### src/rtl/wb_pkg.sv
// Shared Wishbone helpers: default widths, select-width math and the
// legal-granularity check used at elaboration by the register slice.
package wb_pkg;

  localparam int unsigned WB_DEF_DATA_WIDTH  = 32;
  localparam int unsigned WB_DEF_ADDR_WIDTH  = 32;
  localparam int unsigned WB_DEF_GRANULARITY = 8;

  // Only byte, half-word and word select granularity are supported.
  function automatic bit wb_gran_legal(input int unsigned gran);
    return (gran == 8) || (gran == 16) || (gran == 32);
  endfunction

  // Number of select lines for a data bus; guarded so an illegal
  // granularity of 0 still elaborates far enough to reach the $fatal.
  function automatic int unsigned wb_sel_width(input int unsigned dw,
                                               input int unsigned gran);
    if (gran == 0) return 1;
    return (dw + gran - 1) / gran;
  endfunction

  // Packed width of one request tuple {adr, dat, we, sel}.
  function automatic int unsigned wb_req_width(input int unsigned aw,
                                               input int unsigned dw,
                                               input int unsigned sw);
    return aw + dw + 1 + sw;
  endfunction

endpackage

### src/rtl/wishbone_p_if.sv
// Wishbone B4 pipelined bus. Signal names follow the master's view:
// dat_o carries write data toward the slave, dat_i carries read data back,
// so the slave modport drives the read data on dat_i.
interface wishbone_p_if #(
  parameter int unsigned DATA_WIDTH = 32,
  parameter int unsigned ADDR_WIDTH = 32,
  parameter int unsigned SEL_WIDTH  = 4
);
  logic                  cyc;
  logic                  stb;
  logic                  we;
  logic [ADDR_WIDTH-1:0] adr;
  logic [DATA_WIDTH-1:0] dat_o;
  logic [DATA_WIDTH-1:0] dat_i;
  logic [SEL_WIDTH-1:0]  sel;
  logic                  stall;
  logic                  ack;

  modport master (output cyc, stb, we, adr, dat_o, sel,
                  input  dat_i, stall, ack);
  modport slave  (input  cyc, stb, we, adr, dat_o, sel,
                  output dat_i, stall, ack);
endinterface

### src/rtl/wb_skid_buf.sv
// Two-entry skid buffer (output register + skid register) with generic
// valid/ready handshakes. o_ready is a registered signal: it is low exactly
// when the skid register holds data, so no ready path crosses the buffer.
module wb_skid_buf #(
  parameter int unsigned WIDTH = 8
) (
  input  logic             i_clk,
  input  logic             i_rst,
  input  logic             i_flush,
  input  logic             i_valid,
  input  logic [WIDTH-1:0] i_data,
  output logic             o_ready,
  output logic             o_valid,
  output logic [WIDTH-1:0] o_data,
  input  logic             i_ready
);

  logic             r_out_valid;
  logic             r_skid_valid;
  logic [WIDTH-1:0] r_out_data;
  logic [WIDTH-1:0] r_skid_data;

  logic w_push;
  logic w_pop;
  logic w_out_free;

  assign w_push     = i_valid & ~r_skid_valid;
  assign w_pop      = r_out_valid & i_ready;
  assign w_out_free = ~r_out_valid | w_pop;

  assign o_ready = ~r_skid_valid;
  assign o_valid = r_out_valid;
  assign o_data  = r_out_data;

  // Occupancy: the output slot refills from skid first, else from the input;
  // the skid only fills when the output slot is busy and not draining.
  always_ff @(posedge i_clk or posedge i_rst) begin
    if (i_rst) begin
      r_out_valid  <= 1'b0;
      r_skid_valid <= 1'b0;
    end else if (i_flush) begin
      r_out_valid  <= 1'b0;
      r_skid_valid <= 1'b0;
    end else if (w_out_free) begin
      r_out_valid  <= r_skid_valid | w_push;
      r_skid_valid <= 1'b0;
    end else if (w_push) begin
      r_skid_valid <= 1'b1;
    end
  end

  // Payload movement mirrors the occupancy rules; output data is held
  // unchanged whenever the output slot is occupied and not draining.
  always_ff @(posedge i_clk or posedge i_rst) begin
    if (i_rst) begin
      r_out_data  <= '0;
      r_skid_data <= '0;
    end else begin
      if (w_out_free) begin
        if (r_skid_valid)  r_out_data <= r_skid_data;
        else if (w_push)   r_out_data <= i_data;
      end else if (w_push) begin
        r_skid_data <= i_data;
      end
    end
  end

endmodule

### src/rtl/wb_p_reg_slice.sv
// Wishbone B4 pipelined register slice: requests pass through a 2-entry
// skid buffer, acks and read data are registered, and every output on
// either port comes from a flop (no port-to-port combinational path).
module wb_p_reg_slice
  import wb_pkg::*;
#(
  parameter int unsigned DATA_WIDTH      = WB_DEF_DATA_WIDTH,
  parameter int unsigned ADDR_WIDTH      = WB_DEF_ADDR_WIDTH,
  parameter int unsigned GRANULARITY     = WB_DEF_GRANULARITY,
  parameter int unsigned MAX_OUTSTANDING = 4
) (
  input  logic          clk_i,
  input  logic          rst_i,
  wishbone_p_if.slave   s,
  wishbone_p_if.master  m
);

  localparam int unsigned SEL_WIDTH = wb_sel_width(DATA_WIDTH, GRANULARITY);
  localparam int unsigned REQ_WIDTH = wb_req_width(ADDR_WIDTH, DATA_WIDTH, SEL_WIDTH);
  localparam logic [3:0]  MAX_OUT   = 4'(MAX_OUTSTANDING);

  if (!wb_gran_legal(GRANULARITY)) begin : g_bad_granularity
    $fatal(1, "wb_p_reg_slice: GRANULARITY must be 8, 16 or 32");
  end

  if ((MAX_OUTSTANDING < 1) || (MAX_OUTSTANDING > 15)) begin : g_bad_max_outstanding
    $fatal(1, "wb_p_reg_slice: MAX_OUTSTANDING must be in 1..15");
  end

  typedef struct packed {
    logic [ADDR_WIDTH-1:0] adr;
    logic [DATA_WIDTH-1:0] dat;
    logic                  we;
    logic [SEL_WIDTH-1:0]  sel;
  } req_t;

  req_t                  w_s_req;
  req_t                  w_m_req;
  logic                  w_flush;
  logic                  w_s_valid;
  logic                  w_s_ready;
  logic                  w_m_valid;
  logic                  w_m_ready;
  logic                  w_below_max;
  logic                  w_stb;
  logic                  w_issue;
  logic                  w_ack_ok;

  logic                  r_cyc;
  logic                  r_ack;
  logic [DATA_WIDTH-1:0] r_rdat;
  logic [3:0]            r_outst;

  assign w_s_req.adr = s.adr;
  assign w_s_req.dat = s.dat_o;
  assign w_s_req.we  = s.we;
  assign w_s_req.sel = s.sel;

  // Dropping s.cyc aborts the whole transfer; a strobe without cyc is ignored.
  assign w_flush     = ~s.cyc;
  assign w_s_valid   = s.cyc & s.stb;
  assign w_below_max = (r_outst < MAX_OUT);
  assign w_stb       = r_cyc & w_m_valid & w_below_max;
  assign w_m_ready   = r_cyc & w_below_max & ~m.stall;
  assign w_issue     = w_stb & ~m.stall;
  assign w_ack_ok    = m.ack & s.cyc & (r_outst != 4'd0);

  wb_skid_buf #(
    .WIDTH (REQ_WIDTH)
  ) u_req_buf (
    .i_clk   (clk_i),
    .i_rst   (rst_i),
    .i_flush (w_flush),
    .i_valid (w_s_valid),
    .i_data  (w_s_req),
    .o_ready (w_s_ready),
    .o_valid (w_m_valid),
    .o_data  (w_m_req),
    .i_ready (w_m_ready)
  );

  assign m.cyc   = r_cyc;
  assign m.stb   = w_stb;
  assign m.adr   = w_m_req.adr;
  assign m.dat_o = w_m_req.dat;
  assign m.we    = w_m_req.we;
  assign m.sel   = w_m_req.sel;

  assign s.stall = ~w_s_ready;
  assign s.ack   = r_ack;
  assign s.dat_i = r_rdat;

  // Downstream cycle follows upstream cycle one clock later.
  always_ff @(posedge clk_i or posedge rst_i) begin
    if (rst_i) r_cyc <= 1'b0;
    else       r_cyc <= s.cyc;
  end

  // Outstanding requests: issue and ack in the same cycle cancel out.
  always_ff @(posedge clk_i or posedge rst_i) begin
    if (rst_i)                       r_outst <= '0;
    else if (w_flush)                r_outst <= '0;
    else if (w_issue && !w_ack_ok)   r_outst <= r_outst + 4'd1;
    else if (!w_issue && w_ack_ok)   r_outst <= r_outst - 4'd1;
  end

  // Ack path: registered ack and read data; data holds between acks.
  always_ff @(posedge clk_i or posedge rst_i) begin
    if (rst_i) begin
      r_ack  <= 1'b0;
      r_rdat <= '0;
    end else begin
      r_ack <= w_ack_ok;
      if (w_ack_ok) r_rdat <= m.dat_i;
    end
  end

endmodule

### src/flat_wrapper.sv
// flat-port wrapper written by rule: the top's interface ports become plain ports
module wb_p_reg_slice_flat import wb_pkg::*;
#(
  parameter int unsigned DATA_WIDTH      = WB_DEF_DATA_WIDTH,
  parameter int unsigned ADDR_WIDTH      = WB_DEF_ADDR_WIDTH,
  parameter int unsigned GRANULARITY     = WB_DEF_GRANULARITY,
  parameter int unsigned MAX_OUTSTANDING = 4
)
  (clk_i, rst_i, s_cyc, s_stb, s_we, s_adr, s_dat_o, s_sel, s_dat_i, s_stall, s_ack, m_cyc, m_stb, m_we, m_adr, m_dat_o, m_sel, m_dat_i, m_stall, m_ack);
  wishbone_p_if #(.DATA_WIDTH(DATA_WIDTH), .ADDR_WIDTH(ADDR_WIDTH), .SEL_WIDTH(4)) s_i ();
  wishbone_p_if #(.DATA_WIDTH(DATA_WIDTH), .ADDR_WIDTH(ADDR_WIDTH), .SEL_WIDTH(4)) m_i ();
  input  logic clk_i;
  input  logic rst_i;
  input wire logic [$bits(s_i.cyc)-1:0] s_cyc;
  input wire logic [$bits(s_i.stb)-1:0] s_stb;
  input wire logic [$bits(s_i.we)-1:0] s_we;
  input wire logic [$bits(s_i.adr)-1:0] s_adr;
  input wire logic [$bits(s_i.dat_o)-1:0] s_dat_o;
  input wire logic [$bits(s_i.sel)-1:0] s_sel;
  output wire logic [$bits(s_i.dat_i)-1:0] s_dat_i;
  output wire logic [$bits(s_i.stall)-1:0] s_stall;
  output wire logic [$bits(s_i.ack)-1:0] s_ack;
  output wire logic [$bits(m_i.cyc)-1:0] m_cyc;
  output wire logic [$bits(m_i.stb)-1:0] m_stb;
  output wire logic [$bits(m_i.we)-1:0] m_we;
  output wire logic [$bits(m_i.adr)-1:0] m_adr;
  output wire logic [$bits(m_i.dat_o)-1:0] m_dat_o;
  output wire logic [$bits(m_i.sel)-1:0] m_sel;
  input wire logic [$bits(m_i.dat_i)-1:0] m_dat_i;
  input wire logic [$bits(m_i.stall)-1:0] m_stall;
  input wire logic [$bits(m_i.ack)-1:0] m_ack;
  assign s_i.cyc = s_cyc;
  assign s_i.stb = s_stb;
  assign s_i.we = s_we;
  assign s_i.adr = s_adr;
  assign s_i.dat_o = s_dat_o;
  assign s_i.sel = s_sel;
  assign s_dat_i = s_i.dat_i;
  assign s_stall = s_i.stall;
  assign s_ack = s_i.ack;
  assign m_cyc = m_i.cyc;
  assign m_stb = m_i.stb;
  assign m_we = m_i.we;
  assign m_adr = m_i.adr;
  assign m_dat_o = m_i.dat_o;
  assign m_sel = m_i.sel;
  assign m_i.dat_i = m_dat_i;
  assign m_i.stall = m_stall;
  assign m_i.ack = m_ack;
  wb_p_reg_slice #(.DATA_WIDTH(DATA_WIDTH), .ADDR_WIDTH(ADDR_WIDTH), .GRANULARITY(GRANULARITY), .MAX_OUTSTANDING(MAX_OUTSTANDING)) u_core (.clk_i(clk_i), .rst_i(rst_i), .s(s_i), .m(m_i));
endmodule
### config.mk
export PLATFORM = sky130hd
export DESIGN_NAME = wb_p_reg_slice_flat
export DESIGN_NICKNAME = d
export VERILOG_FILES = /design/src/rtl/wb_pkg.sv /design/src/rtl/wishbone_p_if.sv /design/src/rtl/wb_skid_buf.sv /design/src/rtl/wb_p_reg_slice.sv /design/src/flat_wrapper.sv
export SDC_FILE = /design/constraint.sdc
export NUM_CORES = 1
export LEC_CHECK = 0
export CAP_MARGIN = 10
export CORE_MARGIN = 2
export CORE_UTILIZATION = 52
export DETAILED_ROUTE_END_ITERATION = 10
export PLACE_DENSITY = 0.86
export SYNTH_ARGS = -nofsm -noshare
export SYNTH_HDL_FRONTEND = slang
export SYNTH_SLANG_ARGS = --single-unit
### constraint.sdc
create_clock -name clk_i -period 9.9 [get_ports clk_i]
set_input_delay 0.99 -clock clk_i [delete_from_list [all_inputs] [get_ports clk_i]]
set_output_delay 0.99 -clock clk_i [all_outputs]
set_load 0.02 [all_outputs]
==> flow_summary_export.csv, run 1 <==
group,metric,value,unit
routing,ant_nets,0,
yosys,synth_xor_area_share,0.3362,%
floorplan,rows,43,
placement,io_buffers,211,
clocking,cts_buffer_depth,2,
setup_path,rr_endpoint,"u_core.u_req_buf.o_data[58]",
yosys,ys_ff_latch,178,
clocking,holdBufCountCts,0,
timing,hold_viol_final,0,
yosys,yosys-mux-area-fraction,25.34,%
timing,worstMarginPinSlew,1.245,ns
setup_path,path_cells,"clkdlybuf4s50_1 > or4b_4 > a21oi_4 > buf_12 > buf_4 > nor2_1 > a21oi_1",
worst_hold_path,hold_start,"u_core.s.dat_i[18]",
timing,timing.final.crit_share,33.29,%
yosys,synth_fa_ha_area_share,0.6052,%
yosys,synth_simple_gate_area_share,5.279,%
timing,slew_headroom,17.02,%
setup_path,arrival,3.64,ns
clocking,path_clk_slew,0.06,ns
power,vdd_drop_max,194.1,uV
yosys,avgSynthCellArea,13.22,um2
floorplan,core_area,0.01393,mm2
layout,antenna_cells,0,
global_route,met2_usage,37.98,%
setup_path,r2r_cells,6,
yosys,yosys_warnings,0,
floorplan,io_pins,212,
global_route,grt_pass1_vias,5351,
flow_run,cap_violations,0,
routing,totalWireLength,16.73,mm
timing,fmax,303.4,MHz
yosys,ys_seq_area_share,59.85,%
routing,dr.pass1.iters,5,
setup_path,path_max_fanout,86,
routing,vias_per_cell,5.318,
timing,final_max_slew_viol_count,0,
global_route,gr-usage-all-layers,22.46,%
clocking,post-cts-setup-buffers,0,
setup_path,worstSetupStartpointType,"input pin",
setup_path,crit_family,"buffers and inverters",
timing,rsz0062_at_grt,"false",
layout,final_cell_mix,"clkdlybuf4s50_1 (211), dfrtp_1 (177), mux2_2 (91)",
setup_path,required,10.24,ns
timing,fin_skew,0.006178,ns
setup_path,r2r_setup_slack,7.18,ns
clocking,htreeDepth,4,
global_route,grt_antenna_before_repair,0,
power,leakage,0.004183,uW
outcome,status,"completed",
power,powerDensity,268.6,mW/mm2
yosys,synth-main-ff-cell,"dfrtp_1",
yosys,syn_nets,673,
routing,drc_errors,0,
floorplan,die_height,123.6,um
routing,via_count,5073,
placement,dpl.hpwl,11.16,mm
clocking,cts-buffers-inserted,17,
setup_path,critPathSlowestCell,"buf_4",
setup_path,max_stage_delay,0.67,ns
yosys,synth_compound_area_share,5.178,%
global_route,grt_util_met1,26.36,%
setup_path,r2r-start,"u_core.r_outst[3]",
layout,drive_gt1_share,18.60,%
global_route,grt.busiest_layer,"met2",
timing,timing.hold.ws,0.5063,ns
floorplan,die_area,0.01528,mm2
placement,routabilityCongestion,0.7751,
clocking,clk_latency,0.42,ns
clocking,ctsResizeCount,0,
global_route,grt_max_degree,100,
routing,wire_per_inst,17.54,um
global_route,overflow,0,
layout,final_nets,872,
global_route,use_met3,8.288,%
yosys,synth_cell_types,33,
timing,setup-violations-final,0,
timing,fin_tns_setup,0,ns
worst_hold_path,hold_depth,1,
layout,final_common_cell,"clkdlybuf4s50_1",
worst_hold_path,hp-class,"reg2reg",
timing,period_minus_slack,3.296,ns
global_route,grt_first_pass_wirelength,26.03,mm
yosys,async_flop_share,100.0,%
floorplan,start_util,53.41,%
floorplan,die_w,123.6,um
routing,drt_iter0_drc,425,
clocking,cts_root_buffer,"clkbuf_16",
clocking,cts_tree,"built",
setup_path,cp-end-kind,"register",
yosys,synth_top_family_by_area,"multiplexers",
setup_path,path_class,"in2reg",
yosys,synth_cells,563,
layout,area_delta_synth_final,36.67,%
clocking,cts.sinks,178,
yosys,synth_edf_count,0,
yosys,syn_area,0.007442,mm2
setup_path,cp_num_buf_inv,3,
worst_hold_path,hold_path_end,"u_core.s.dat_i[18]",
cell type report:
type / count / area [um2]
clock buffer: 19 / 442.9
clock inverter: 12 / 108.9
fill: 889 / 3764
inverter: 5 / 23.77
multi-input combinational: 344 / 2750
sequential: 178 / 4458
tap: 180 / 225.2
timing repair buffer: 216 / 2162
cells in the mapped netlist (2+ instances only):
cell type / number / area, um2
a21oi_1: 73 / 365.4
clkbuf_1: 8 / 30.03
buf_6: 5 / 56.30
nor2_1: 73 / 274.0
nand2b_1: 2 / 12.51
nand3b_1: 2 / 15.01
inv_1: 5 / 18.77
buf_4: 10 / 75.07
dfrtp_1: 178 / 4454
mux2_4: 10 / 150.1
ha_1: 2 / 25.02
nand2_1: 4 / 15.01
mux2_2: 91 / 1025
mux2i_1: 71 / 710.7
buf_2: 11 / 55.05
power by group:
group | leakage, uW | total [uW] | internal (uW) | switching (uW)
Clock | 0.000269 | 628 | 352 | 275
Combinational | 0.00185 | 961 | 523 | 439
Sequential | 0.00207 | 1140 | 990 | 152
metrics by stage:
step / total power (uW) / cells / instance area (um2) / setup slack, ns / utilization, %
6_report: 2732 / 954 / 10170 / 6.604 / 72.99
2_1_floorplan: 1680 / 563 / 7442 / 4.080 / -
5_1_grt: 2875 / 954 / 10170 / 6.458 / 72.99
3_3_place_gp: 2065 / 922 / 9599 / 5.838 / 68.89
3_5_place_dp: 2114 / 922 / 9599 / 5.721 / 68.89
4_1_cts: 2753 / 953 / 10150 / 6.176 / 72.85
logic make-up (layout without fill, tap and decap cells):
kind of cell | count (synthesis) | count (layout)
XOR/XNOR | 2 | 2
adder cells (fa/ha/maj) | 3 | 3
flip-flops | 178 | 178
buffers and inverters | 41 | 252
AO/OA/AOI/OAI | 76 | 76
AND/OR/NAND/NOR | 91 | 91
multiplexers | 172 | 172
routing by layer:
| layer | part of all wire [%] | up-vias | wire length, um |
|---|---|---|---|
| met2 | 50 | 159 | 8447 |
| met5 | 0 | - | 0 |
| met4 | 1.8 | 0 | 301 |
| li1 | - | 2349 | - |
| met1 | 40 | 2545 | 6764 |
| met3 | 7.3 | 20 | 1216 |
flip-flops by register name, indices dropped and copies added, names as in the netlist:
register and cells:
u_core.u_req_buf.o_valid 1, u_core.u_req_buf.r_skid_data 69, u_core.m.cyc 1, u_core.s.dat_i 32
u_core.r_outst 4, u_core.u_req_buf.o_data 69, u_core.u_req_buf.r_skid_valid 1, u_core.s.ack 1
worst reg2reg max path, stage by stage (launching register included):
cell and delay (ns):
dfrtp_1 0.44, or4b_4 0.58, a21oi_4 0.36, buf_12 0.26, buf_4 0.70, nor2_1 0.16, a21oi_1 0.16
worst max-delay path by stage:
stage / from / endpoint / slack (ns) / depth (start not counted)
finish: m_stall / u_core.u_req_buf.o_data[58] / 6.60 / 7
global route: m_stall / u_core.u_req_buf.o_data[49] / 6.46 / 7
CTS: m_stall / u_core.u_req_buf.o_data[58] / 6.18 / 6
detailed placement: m_stall / u_core.u_req_buf.o_data[48] / 5.72 / 6
global placement: m_stall / u_core.u_req_buf.o_data[31] / 5.84 / 6
floorplan: rst_i / u_core.m.cyc / 4.08 / 1
No activity file was read; power rests on OpenSTA's default activity.
==> run 2: changes to the inputs <==
Settings changed: CORE_UTILIZATION 52 to 43, PLACE_DENSITY 0.86 to 0.76.
Clock period 9.9 ns to 2.85 ns, I/O delays scaled along.
==> flow_summary_export.csv, run 2 (synthesis gave the netlist of run 1 again) <==
group,metric,value,unit
outcome,status,"completed",
setup_path,path_class,"reg2reg",
floorplan,rows,48,
clocking,clk_latency,0.42,ns
power,p_total,9642,uW
power,leakage,0.004230,uW
global_route,grt_pass1_vias,5343,
routing,wire_per_inst,16.41,um
timing,fin_tns_setup,0,ns
global_route,grt_antenna_before_repair,0,
layout,antenna_cells,0,
routing,drt_iter0_drc,189,
timing,worstMarginPinSlew,0.7187,ns
floorplan,core_area,0.01712,mm2
routing,dr.pass1.iters,4,
timing,setup-violations-final,0,
worst_hold_path,hp-class,"in2async",
flow_run,cap_violations,0,
clocking,cts-buffers-inserted,17,
setup_path,startpoint,"u_core.r_outst[1]",
floorplan,die_area,0.01838,mm2
setup_path,r2r-start,"u_core.r_outst[1]",
layout,area_delta_synth_final,38.74,%
setup_path,cp-end-kind,"register",
layout,final_common_cell,"clkdlybuf4s50_1",
timing,rsz0062_at_grt,"false",
setup_path,rr_endpoint,"u_core.r_outst[3]",
timing,fmax,429.1,MHz
clocking,cts.sinks,178,
layout,final_nets,875,
floorplan,io_pins,212,
timing,timing.hold.ws,0.3412,ns
clocking,cts_root_buffer,"clkbuf_16",
setup_path,r2r_setup_slack,0.52,ns
clocking,post-cts-setup-buffers,0,
power,vdd_drop_max,631.5,uV
timing,fin_skew,0.007682,ns
floorplan,start_util,43.48,%
routing,drc_errors,0,
clocking,cts_buffer_depth,2,
placement,post-place-cells,971,
timing,slew_headroom,52.09,%
timing,period_minus_slack,2.331,ns
clocking,holdBufCountCts,0,
global_route,gr-usage-all-layers,18.44,%
placement,dpl.hpwl,11.28,mm
clocking,ctsResizeCount,0,
layout,final_cell_mix,"clkdlybuf4s50_1 (211), dfrtp_1 (177), mux2_2 (91)",
clocking,path_clk_slew,0.07,ns
placement,routabilityCongestion,0.7644,
setup_path,r2r_cells,8,
floorplan,die_w,135.6,um
timing,final_max_slew_viol_count,0,
setup_path,cp-endpoint,"u_core.r_outst[3]",
setup_path,worstSetupStartpointType,"register",
setup_path,arrival,2.67,ns
layout,drive_gt1_share,18.89,%
floorplan,die_height,135.6,um
placement,io_buffers,211,
routing,ant_nets,0,
clocking,htreeDepth,4,
clocking,cts_tree,"built",
routing,vias_per_cell,5.019,
global_route,grt_first_pass_wirelength,26.70,mm
setup_path,path_max_fanout,4,
routing,via_count,5034,
timing,hold_viol_final,0,
setup_path,required,3.18,ns
global_route,overflow,0,
layout,final-instance-count-excl-fill,1003,
timing,timing.final.crit_share,81.77,%
routing,totalWireLength,16.46,mm
global_route,grt_max_degree,139,
power,powerDensity,933.9,mW/mm2
-- run 2: final cells by class --
type                       instances  area [um2]
inverter                           5       22.52
multi-input combinational        344        2750
clock inverter                    13       157.7
clock buffer                      19       432.9
tap                              225       281.5
sequential                       178        4458
timing repair buffer             219        2222
fill                            1354        6792
-- run 2: worst min path at each step --
stage	start	endpoint
after CTS	rst_i	u_core.u_req_buf.r_skid_data[52]
after floorplan	s_cyc	u_core.m.cyc
after detailed placement	u_core.u_req_buf.r_skid_data[10]	u_core.u_req_buf.r_skid_data[10]
after global placement	u_core.u_req_buf.r_skid_data[34]	u_core.u_req_buf.r_skid_data[34]
after global routing	rst_i	u_core.u_req_buf.r_skid_data[52]
final	rst_i	u_core.u_req_buf.r_skid_data[52]
-- run 2: through the flow --
step	utilization (%)	cell area, um2	worst slack (ns)
final	60.32	10320	0.5194
after global routing	60.32	10320	0.3897
after CTS	60.32	10320	0.5196
after detailed placement	56.87	9734	0.4093
after global placement	56.87	9734	0.4744
after floorplan	-	7446	0.2844
-- run 2: where the power goes --
| group | internal [uW] | switching [uW] | total [uW] |
|---|---|---|---|
| Clock | 1380 | 975 | 2360 |
| Combinational | 1820 | 1500 | 3320 |
| Sequential | 3440 | 523 | 3960 |
-- run 2: worst max-delay path, cell delays in order, from the launching register on --
cell and delay, ns:
dfrtp_1 0.41, or4_1 0.53, and3_1 0.20, nand2b_1 0.19, ha_1 0.32, a21oi_1 0.15
nor2b_1 0.07, nand4bb_1 0.19, a31oi_1 0.19
-- run 2: per-layer routing --
metal	GRT usage (%)	vias up	share of wire, %	wire [um]
met1	23.47	2527	42	6876
met3	5.013	19	5.7	942
met4	6.597	0	1.5	251
met2	30.42	125	51	8392
met5	0	-	0	0
li1	-	2363	-	-
==> run 3: changes to the inputs <==
Clock period 2.85 ns to 1.92 ns, I/O delays scaled along.
==> flow_summary_export.csv, run 3 (synthesis gave the netlist of run 1 again) <==
group,metric,value,unit
outcome,status,"finished, violations left",
outcome,violations,"negative setup slack",
routing,drc_errors,0,
setup_path,crit_family,"simple AND/OR/NAND/NOR gates",
power,leakage,0.005053,uW
setup_path,path_cells,"or4_4 > and3_4 > nand2b_4 > ha_4 > a21oi_2 > nor2b_1 > nand4bb_1 > a31oi_1",
global_route,grt_pass1_vias,5695,
routing,totalWireLength,22.45,mm
floorplan,die_w,135.6,um
timing,period_minus_slack,2.127,ns
routing,ant_nets,0,
clocking,htreeDepth,4,
setup_path,path_max_fanout,4,
timing,final_max_slew_viol_count,0,
timing,hold_viol_final,0,
placement,routabilityCongestion,0.7546,
floorplan,start_util,43.48,%
layout,fin_util,71.50,%
floorplan,die_area,0.01838,mm2
floorplan,die_height,135.6,um
layout,final_nets,924,
setup_path,path_class,"reg2reg",
clocking,cts-buffers-inserted,17,
setup_path,cp_num_buf_inv,0,
timing,layout_setup_ws,-0.2066,ns
setup_path,max_stage_delay,0.48,ns
flow_run,cap_violations,0,
routing,drt_iter0_drc,269,
timing,timing.hold.ws,0.2599,ns
power,vdd_drop_max,772.5,uV
layout,area_delta_synth_final,64.44,%
global_route,grt_antenna_before_repair,0,
clocking,path_clk_slew,0.07,ns
layout,final_common_cell,"clkdlybuf4s50_1",
layout,drive_gt1_share,40.87,%
clocking,holdBufCountCts,0,
timing,fin_tns_setup,-14.26,ns
setup_path,required,2.26,ns
timing,fmax,470.2,MHz
floorplan,io_pins,212,
routing,wire_per_inst,21.34,um
setup_path,worstSetupStartpointType,"register",
routing,vias_per_cell,5.305,
global_route,gr-usage-all-layers,20.89,%
layout,final_cell_mix,"clkdlybuf4s50_1 (210), dfrtp_1 (176), mux2i_1 (71)",
setup_path,cp-end-kind,"register",
floorplan,rows,48,
timing,fin_skew,0.007690,ns
power,powerDensity,1324,mW/mm2
layout,antenna_cells,0,
setup_path,critPathSlowestCell,"or4_4",
global_route,grt_first_pass_wirelength,29.79,mm
routing,via_count,5581,
timing,timing.final.crit_share,110.8,%
timing,slew_headroom,40.56,%
clocking,cts_root_buffer,"clkbuf_16",
clocking,cts_tree,"built",
timing,setup-violations-final,136,
timing,worstMarginPinSlew,0.8916,ns
global_route,grt_max_degree,92,
global_route,overflow,0,
clocking,clk_latency,0.43,ns
worst_hold_path,hp-class,"in2async",
placement,dpl.hpwl,11.79,mm
routing,dr.pass1.iters,4,
floorplan,core_area,0.01712,mm2
clocking,cts_buffer_depth,2,
setup_path,arrival,2.47,ns
placement,io_buffers,211,
timing,rsz0062_at_grt,"true",
clocking,cts.sinks,178,
-- run 3: report_power, final --
part / total, uW / switching, uW / internal, uW
Sequential: 6140 / 1030 / 5110
Clock: 3630 / 1510 / 2120
Combinational: 6430 / 2760 / 3670
Total: 16200 / 5310 / 10900
-- run 3: cell type report --
class                   count  area (um2)
flip-flops and latches    178        4459
multi-input cells         344        3749
clock inverters            13       158.9
well taps                 225       281.5
clock buffers              19       452.9
inverters                   5       22.52
fillers                  1110        4878
repair buffers            268        3114
-- run 3: through the flow --
| step | power, uW | instances | setup WS (ns) | instance area, um2 |
|---|---|---|---|---|
| final | 16200 | 1052 | -0.2066 | 12240 |
| after global routing | 16900 | 1052 | -0.3017 | 12240 |
| after CTS | 15030 | 1036 | -0.1855 | 10970 |
| after detailed placement | 11080 | 988 | -0.2770 | 9936 |
| after global placement | 10820 | 988 | -0.2237 | 9936 |
| after floorplan | 8713 | 563 | -0.5526 | 7482 |
-- run 3: path summary, 6_finish.rpt --
| kind | from | endpoint | slack, ns | depth (start not counted) |
|---|---|---|---|---|
| max | u_core.r_outst[3] | u_core.r_outst[3] | -0.21 | 8 |
| min | rst_i | u_core.u_req_buf.r_skid_data[41] | 0.26 | 3 |
| max reg2reg | u_core.r_outst[3] | u_core.r_outst[3] | -0.21 | 8 |
| min reg2reg | u_core.s.dat_i[4] | u_core.s.dat_i[4] | 0.51 | 1 |
| max in group asynchronous | rst_i | u_core.u_req_buf.r_skid_valid | 1.23 | 3 |
| min in group clk_i | s_cyc | u_core.m.cyc | 0.28 | 1 |
-- run 3: layer usage --
metal | part of all wire [%] | global-route usage (%)
met5 | 0 | 0
met4 | 1.8 | 6.250
met3 | 5.5 | 6.173
met2 | 53 | 36.22
met1 | 40 | 25.24
-- run 3: worst reg2reg max path, cell delays in order, from the launching register on --
cell       delay (ns)
dfrtp_2          0.44
or4_4            0.48
and3_4           0.19
nand2b_4         0.17
ha_4             0.23
a21oi_2          0.12
nor2b_1          0.07
nand4bb_1        0.17
a31oi_1          0.18
-- run 3: repair_timing --
item                       in CTS  in global routing
resized for setup              46                253
setup endpoints to repair     124                135
setup buffers                  10                  3
pin swaps                       3                  7
gates cloned                    6                 19
